===== config.mk =====
export PLATFORM = sky130hd
export DESIGN_NAME = ps2_scan_receiver
export DESIGN_NICKNAME = d
export VERILOG_FILES = /design/src/rtl/ps2_scan_receiver.sv
export SDC_FILE = /design/constraint.sdc
export NUM_CORES = 1
export LEC_CHECK = 0
export ABC_AREA = 1
export CORE_ASPECT_RATIO = 1.2
export CORE_MARGIN = 3
export CORE_UTILIZATION = 34
export DETAILED_ROUTE_END_ITERATION = 7
export GPL_TIMING_DRIVEN = 0
export PLACE_DENSITY = 0.56
export SYNTH_ARGS = -nofsm -noshare
export SYNTH_HDL_FRONTEND = slang
export SYNTH_SLANG_ARGS = --single-unit

===== constraint.sdc =====
create_clock -name clk -period 2.6 [get_ports clk]
set_input_delay 0.39 -clock clk [delete_from_list [all_inputs] [get_ports clk]]
set_output_delay 0.39 -clock clk [all_outputs]
set_load 0.1 [all_outputs]

===== src/rtl/ps2_scan_receiver.sv =====
// ps2_scan_receiver
//
// Receives PS/2 keyboard frames and turns them into one-cycle key events.
// A frame is a start bit (0), 8 data bits sent LSB first, an odd-parity bit and
// a stop bit (1). Data is sampled on each falling edge of PS2_CLK. F0 (break)
// and E0 (extended) prefix bytes are absorbed into pending flags, and the next
// ordinary byte is reported as one event carrying those flags.
//
// Parameters
//   SYNC_STAGES     flops in each PS2_CLK / PS2_DAT synchroniser (>= 2)
//   TIMEOUT_CYCLES  clk cycles without a PS2_CLK falling edge before a
//                   partial frame is abandoned
//
// Build option
//   PS2_PARITY_CHECK_EN  when defined, a parity mismatch makes the frame bad.
//                        When undefined, parity is sampled but ignored.
//
// Ports
//   clk        in   system clock
//   reset      in   asynchronous active-low reset
//   PS2_CLK    in   raw keyboard clock (asynchronous)
//   PS2_DAT    in   raw keyboard data (asynchronous)
//   valid      out  one-cycle pulse: new event on makeBreak/outCode/extended
//   makeBreak  out  1 = make (press), 0 = break (release)
//   outCode    out  scan code of the event, held until the next valid
//   extended   out  event was prefixed by E0
//   frame_err  out  one-cycle pulse: bad start, stop or parity bit
//
// Frame FSM
//   state  | meaning
//   IDLE   | waiting for a start bit; timeout counter held at 0
//   DATA   | shifting in 8 data bits, LSB first
//   PARITY | sampling the parity bit
//   STOP   | sampling the stop bit; frame is judged on this edge

module ps2_scan_receiver #(
    parameter int SYNC_STAGES    = 2,
    parameter int TIMEOUT_CYCLES = 50000
) (
    input  logic       clk,
    input  logic       reset,
    input  logic       PS2_CLK,
    input  logic       PS2_DAT,
    output logic       valid,
    output logic       makeBreak,
    output logic [7:0] outCode,
    output logic       extended,
    output logic       frame_err
);

    localparam int TW = (TIMEOUT_CYCLES > 2) ? $clog2(TIMEOUT_CYCLES) : 1;
    localparam logic [TW-1:0] TMO_LAST = TW'(TIMEOUT_CYCLES - 1);

    localparam logic [7:0] CODE_BREAK = 8'hF0;
    localparam logic [7:0] CODE_EXT   = 8'hE0;

    typedef enum logic [1:0] {
        IDLE,
        DATA,
        PARITY,
        STOP
    } state_t;

    state_t state_q, state_d;

    logic [SYNC_STAGES-1:0] clk_sync;
    logic [SYNC_STAGES-1:0] dat_sync;
    logic                   clk_prev;
    logic                   ps2_clk_s;
    logic                   ps2_dat_s;
    logic                   fall;

    logic [2:0]    bit_cnt;
    logic [7:0]    shift_q;
    logic          par_q;
    logic [TW-1:0] tmo_cnt;
    logic          break_pend;
    logic          ext_pend;

    logic frame_done;
    logic start_err;
    logic tmo_hit;
    logic parity_ok;
    logic frame_good;
    logic good_byte;
    logic bad_frame;
    logic valid_d;

    // Synchronisers reset to 1 (the PS/2 idle level) so that releasing reset
    // never manufactures a falling edge.
    always_ff @(posedge clk or negedge reset) begin
        if (!reset) begin
            clk_sync <= '1;
            dat_sync <= '1;
            clk_prev <= 1'b1;
        end else begin
            clk_sync <= {clk_sync[SYNC_STAGES-2:0], PS2_CLK};
            dat_sync <= {dat_sync[SYNC_STAGES-2:0], PS2_DAT};
            clk_prev <= ps2_clk_s;
        end
    end

    assign ps2_clk_s = clk_sync[SYNC_STAGES-1];
    assign ps2_dat_s = dat_sync[SYNC_STAGES-1];
    assign fall      = clk_prev & ~ps2_clk_s;

    // An edge in the same cycle as the terminal count wins over the timeout.
    assign tmo_hit = (state_q != IDLE) && !fall && (tmo_cnt == TMO_LAST);

    always_ff @(posedge clk or negedge reset) begin
        if (!reset) begin
            state_q <= IDLE;
        end else begin
            state_q <= state_d;
        end
    end

    always_comb begin
        state_d    = state_q;
        frame_done = 1'b0;
        start_err  = 1'b0;
        case (state_q)
            IDLE: begin
                if (fall) begin
                    if (!ps2_dat_s) state_d = DATA;
                    else            start_err = 1'b1;
                end
            end
            DATA: begin
                if (fall && bit_cnt == 3'd7) state_d = PARITY;
            end
            PARITY: begin
                if (fall) state_d = STOP;
            end
            STOP: begin
                if (fall) begin
                    state_d    = IDLE;
                    frame_done = 1'b1;
                end
            end
            default: state_d = IDLE;
        endcase
        if (tmo_hit) state_d = IDLE;
    end

    assign parity_ok = ^{shift_q, par_q};

`ifdef PS2_PARITY_CHECK_EN
    assign frame_good = ps2_dat_s & parity_ok;
`else
    // Parity is captured but deliberately not acted on in this build.
    logic parity_unused;
    assign parity_unused = parity_ok;
    assign frame_good    = ps2_dat_s;
`endif

    assign good_byte = frame_done & frame_good;
    assign bad_frame = start_err | (frame_done & ~frame_good);
    assign valid_d   = good_byte && (shift_q != CODE_BREAK) && (shift_q != CODE_EXT);

    always_ff @(posedge clk or negedge reset) begin
        if (!reset) begin
            bit_cnt <= 3'd0;
            shift_q <= 8'h00;
            par_q   <= 1'b0;
        end else if (fall) begin
            case (state_q)
                IDLE:    bit_cnt <= 3'd0;
                DATA: begin
                    shift_q <= {ps2_dat_s, shift_q[7:1]};
                    bit_cnt <= bit_cnt + 3'd1;
                end
                PARITY:  par_q <= ps2_dat_s;
                default: ;
            endcase
        end
    end

    always_ff @(posedge clk or negedge reset) begin
        if (!reset) begin
            tmo_cnt <= '0;
        end else if (state_q == IDLE || state_d == IDLE || fall) begin
            tmo_cnt <= '0;
        end else begin
            tmo_cnt <= tmo_cnt + 1'b1;
        end
    end

    // A timeout leaves the pend flags alone: only judged frames touch them.
    always_ff @(posedge clk or negedge reset) begin
        if (!reset) begin
            break_pend <= 1'b0;
            ext_pend   <= 1'b0;
        end else if (bad_frame) begin
            break_pend <= 1'b0;
            ext_pend   <= 1'b0;
        end else if (good_byte) begin
            if (shift_q == CODE_BREAK) begin
                break_pend <= 1'b1;
            end else if (shift_q == CODE_EXT) begin
                ext_pend <= 1'b1;
            end else begin
                break_pend <= 1'b0;
                ext_pend   <= 1'b0;
            end
        end
    end

    always_ff @(posedge clk or negedge reset) begin
        if (!reset) begin
            valid     <= 1'b0;
            frame_err <= 1'b0;
            makeBreak <= 1'b0;
            outCode   <= 8'h00;
            extended  <= 1'b0;
        end else begin
            valid     <= valid_d;
            frame_err <= bad_frame;
            if (valid_d) begin
                makeBreak <= ~break_pend;
                outCode   <= shift_q;
                extended  <= ext_pend;
            end
        end
    end

endmodule


# Word-level counts from Yosys, hierarchy flattened
# Cells that the tools add are included.
# word_totals
regBits,48
input_bits,4
output_inout_bits,12
wordCells,73
# op_classes
add_sub_neg,2
eq_ne,11
n_mux,22
n_bitwise,7
n_reduce_logical,17
# ops
op,count
16-bit by 1-bit adder with 16-bit output (second input constant),1
16-bit == test (second input constant),1
8-bit == test (second input constant),2
16-bit two-way mux,1
8-bit inequality test (second input constant),2
1-bit two-way mux,13
2-bit two-way mux,6
2-bit one-hot mux with 4 select lines,1
2-bit AND reduction,4
3-bit one-hot mux with 2 select lines,1
2-bit nonzero test,3
1-bit logical AND,5
2-bit == test (second input constant),2
2-bit logical NOT,2
3-bit by 1-bit adder with 3-bit output (second input constant),1
1-bit bitwise AND,3
3-bit == test (second input constant),1
3-bit inequality test (second input constant),1
1-bit inverter,3
2-bit by 1-bit == test with 1-bit output (second input constant),1
1-bit logical OR,2
2-bit inequality test (second input constant),1
1-bit logical NOT,1
1-bit OR,1

# Depth between registers and ports, before layout
# logic_depth
depth_word,10
depth_mapped,12
depth_no_buf,11

# Least setup slack after synthesis
# Ideal clock, no wire load.
# synth_path
path_kind,reg2reg
startpoint,register clk_sync[1]
endpoint,register tmo_cnt[10]
setup_ps,120
arrival_time_ps,1360
required_time_ps,2480
path_slack_ps,1120
path_stages_with_launch,11
path_buffers,1
period_less_slack_ps,1480
path_cell_list,dfstp_2 -> inv_1 -> nand2_1 -> inv_2 -> nor2_2 -> nand3_1 -> nand2_1 -> nand2_1 -> nand2_2 -> buf_6 -> nor2_1
# synth_between
elab_chain_cells,10
word_cells_on_any_way,16
classes_between,mux (7); bitwise (2); reduce/logical (7)
# synth_lines
item,line_no,source
from (decl),66,logic [SYNC_STAGES-1:0] clk_sync;
from (signal assigned),97,"clk_sync <= {clk_sync[SYNC_STAGES-2:0], PS2_CLK};"
1-bit inverter (*),105,assign fall = clk_prev & ~ps2_clk_s;
1-bit bitwise AND (*),105,
1-bit logical AND or 1-bit logical NOT (tied branches),"130, 108",
2-bit two-way mux or 1-bit logical AND (tied branches),"130, 108",
2-bit one-hot mux with 4 select lines or 1-bit logical AND (tied branches),"122, 108",
2-bit two-way mux,143,if (tmo_hit) state_d = IDLE;
2-bit logical NOT,182,end else if (state_q == IDLE || state_d == IDLE || fall) begin
1-bit logical OR,182,
1-bit logical OR (*),182,
16-bit two-way mux (*),182,
to (signal assigned),185,tmo_cnt <= tmo_cnt + 1'b1;
to (decl),76,logic [TW-1:0] tmo_cnt;
# Every way passes the cells marked *; elsewhere a longest branch is shown, timed or not.
# A chain may end at the register's enable or synchronous reset.

# Worst setup path after layout
# layout_path
startpoint,register outCode[3]
endpoint,output outCode[3]
# layout_lines
item,line_no,source
from (decl),46,"output logic [7:0] outCode,"
from (signal assigned),221,outCode <= shift_q;
# No word-level cell between the ends.

==> flow_summary.yaml <==
placed_design:
  dp_hpwl_um: 2817
  io_buffers: 15
  gp_congestion: 0.8632
  placed_area_um2: 2417
die:
  core_um2: 6090
  die_area_um2: 7316
  die_width_um: 78.59
  placementRows: 31
  start_util: 0.3530
  die_h_um: 93.10
  io_pins: 16
logic_synthesis:
  ys_warn_count: 0
  synth_area_leaders: "dfrtp_1 (50%), nand2_1 (11%), dfstp_2 (6.1%)"
  synth.distinct_cells: 21
  yosysSeqAreaShare: 0.5617
  synth_area_um2: 2150
  synth_area_per_cell_um2: 8.633
  ys_ff_latch: 48
  synth_top_area_frac: 0.5006
  syn_nets: 256
  yosysTopAreaCell: "dfrtp_1"
  syn_inst: 249
critical_path:
  path_buf_inv: 1
  worst_setup_path_start_kind: "flip-flop"
  worstPathRequired_ps: 2210
  crit_fanout: 2
  path_class: "flip-flop to output pin"
  crit_family: "buffers and inverters"
  crit_path_top_delay_cell: "clkdlybuf4s50_1"
  end_kind: "output pin"
  cp_slowest_stage_delay_ps: 1140
  cp_cell_sequence: "clkdlybuf4s50_1"
  arrival_ps: 1820
clock_tree:
  hold_buffers: 0
  cts_max_path_buffers: 2
  postCtsSetupRepairBufs: 0
  cts_root_buf: "clkbuf_8"
  cts_max_level: 2
  cts_resized: 0
  worst_skew_pair.late_latency_ps: 310
  clkSlewWorstSetupHoldPaths_ps: 90
  clock-sinks: 48
  cts-buffers-inserted: 5
  cts_tree: "built"
global_routing:
  antenna_found_initial: 0
  grt_start_max_net_pins: 29
  grt_usage: 0.1195
  grt_pass1_wl_um: 6927
  grt-ovfl-total: 0
  grt_pass1_vias: 1587
power_and_ir_drop:
  ir_worst_vdd_mv: 0.3918
  p_total_w: 0.002472
  power_density_nw_per_um2: 967.4
  p_leak_nw: 1.181
timing:
  final-max-slew-violation-count: 0
  hold_violations: 0
  period_minus_slack_ps: 2209
  max_slew_margin: 0.3517
  setup_violations: 0
  fin_skew_ps: 11.07
  fmax_mhz: 452.7
  setup_tns_ps: 0
  fin_crit_sh: 0.8495
  rsz0062_at_grt: "false"
  worst_slew_pin_slew_ps: 969.4
  fin_hold_ws_ps: 30.31
cells_and_area:
  final_cell_area_um2: 2555
  drive_above_1_share: 0.09158
  nNetsFinal: 279
  fillers: 646
  area_growth_pct: 18.86
  antenna_cells: 0
route:
  via_per_inst: 4.451
  wirelength_um: 3763
  routedWlPerCell_um: 10.60
  drc_errors: 0
  dr.first_iter.drc_count: 64
  drt_pre_antenna_iters: 4
  ant_nets: 0
  num_vias: 1580
outcome:
  status: "completed"
min_path:
  hold_class: "input port to asynchronous set/reset pin"
job:
  drv_cap: 0
synthesized netlist by cell type:
| cell | number |
|---|---|
| nand2_1 | 63 |
| dfrtp_1 | 43 |
| nor2_1 | 33 |
| inv_1 | 31 |
| o21ai_0 | 23 |
| nand3_1 | 14 |
| xor2_1 | 10 |
| nor3_1 | 6 |
| dfstp_2 | 5 |
| nand4_1 | 4 |
| ha_1 | 3 |
| nor2_2 | 3 |
| nand3_2 | 2 |
| o21bai_1 | 2 |
| buf_4 | 1 |
| buf_6 | 1 |
| clkbuf_1 | 1 |
| clkbuf_2 | 1 |
| inv_2 | 1 |
| nand2_2 | 1 |
| xnor2_1 | 1 |
report_power, final:
| part | internal, W | switching (W) | total (W) |
|---|---|---|---|
| Clock | 0.000387 | 0.000255 | 0.000642 |
| Sequential | 0.000907 | 0.000114 | 0.00102 |
| Combinational | 0.000229 | 0.000579 | 0.000808 |
| Total | 0.00152 | 0.000949 | 0.00247 |
metrics by stage:
stage                     cells  worst slack, ps  utilization
after CTS                   355            370.3       0.4196
after global placement      346           -217.2       0.3945
after floorplan             249             1120            -
final                       355            391.2       0.4196
after global routing        355            326.0       0.4196
after detailed placement    347            725.7       0.3970
logic make-up after synthesis:
group                      after synthesis  share of synthesized area
DFF                                     48                     0.5617
and+or+nand+nor                        126                     0.2468
xor gates and xnor gates                11                    0.04482
adders and majority gates                3                    0.01746
AOI/OAI and AO/OA                       25                    0.06053
buffers and inverters                   36                    0.06868
routing by layer:
metal,routed length (um),vias to the layer above,track usage,part of all wire
li1,-,825,-,-
met5,0,-,0,0
met1,1639,719,0.1338,0.44
met4,96,0,0.06122,0.026
met3,133,13,0.02987,0.035
met2,1894,23,0.2082,0.50
path summary, 6_finish.rpt:
path	startpoint	to	slack, ps	cells after the start
hold reg to reg	dat_sync[0]	dat_sync[1]	360	0
max in group asynchronous	reset	dat_sync[0]	1960	2
setup reg to reg	bit_cnt[0]	tmo_cnt[11]	900	12
hold / removal	reset	outCode[0]	30	1
min in group clk	dat_sync[0]	dat_sync[1]	360	0
setup / recovery	outCode[3]	outCode[3]	390	1
cells in the final DEF (no fill, tap or decap):
cell / synthesis / final
dfstp_2: 5 / 5
inv_6: 0 / 1
dfrtp_1: 43 / 43
xor2_1: 10 / 10
bufinv_16: 0 / 2
ha_1: 3 / 3
nand4_1: 4 / 4
xnor2_1: 1 / 1
nand3_1: 14 / 14
nor2_1: 33 / 33
clkbuf_8: 0 / 5
buf_6: 1 / 1
buf_2: 0 / 1
inv_1: 31 / 31
buf_12: 0 / 1
inv_2: 1 / 1
clkdlybuf4s50_1: 0 / 14
nand3_2: 2 / 2
o21ai_0: 23 / 23
nor3_1: 6 / 6
nor2_2: 3 / 3
clkbuf_2: 1 / 1
clkbuf_1: 1 / 1
o21bai_1: 2 / 2
nand2_1: 63 / 63
buf_4: 1 / 1
nand2_2: 1 / 1
registers in the layout, indices dropped and copies added (netlist names), 2 cells and up:
signal,flops
outCode,8
tmo_cnt,16
bit_cnt,3
state_q,2
clk_sync,2
dat_sync,2
shift_q,8
cell type report:
type | instances | area, um^2 | share of cell area
Timing Repair Buffer | 16 | 165.2 | 0.06464
Clock inverter | 3 | 68.82 | 0.02693
Tap cell | 82 | 102.6 | 0.04016
Clock buffer | 5 | 68.82 | 0.02693
Buffer | 4 | 27.53 | 0.01077
Multi-Input combinational cell | 165 | 794.5 | 0.3110
Inverter | 32 | 120.1 | 0.04701
Sequential cell | 48 | 1207 | 0.4726
Power figures use the tool's default switching activity.
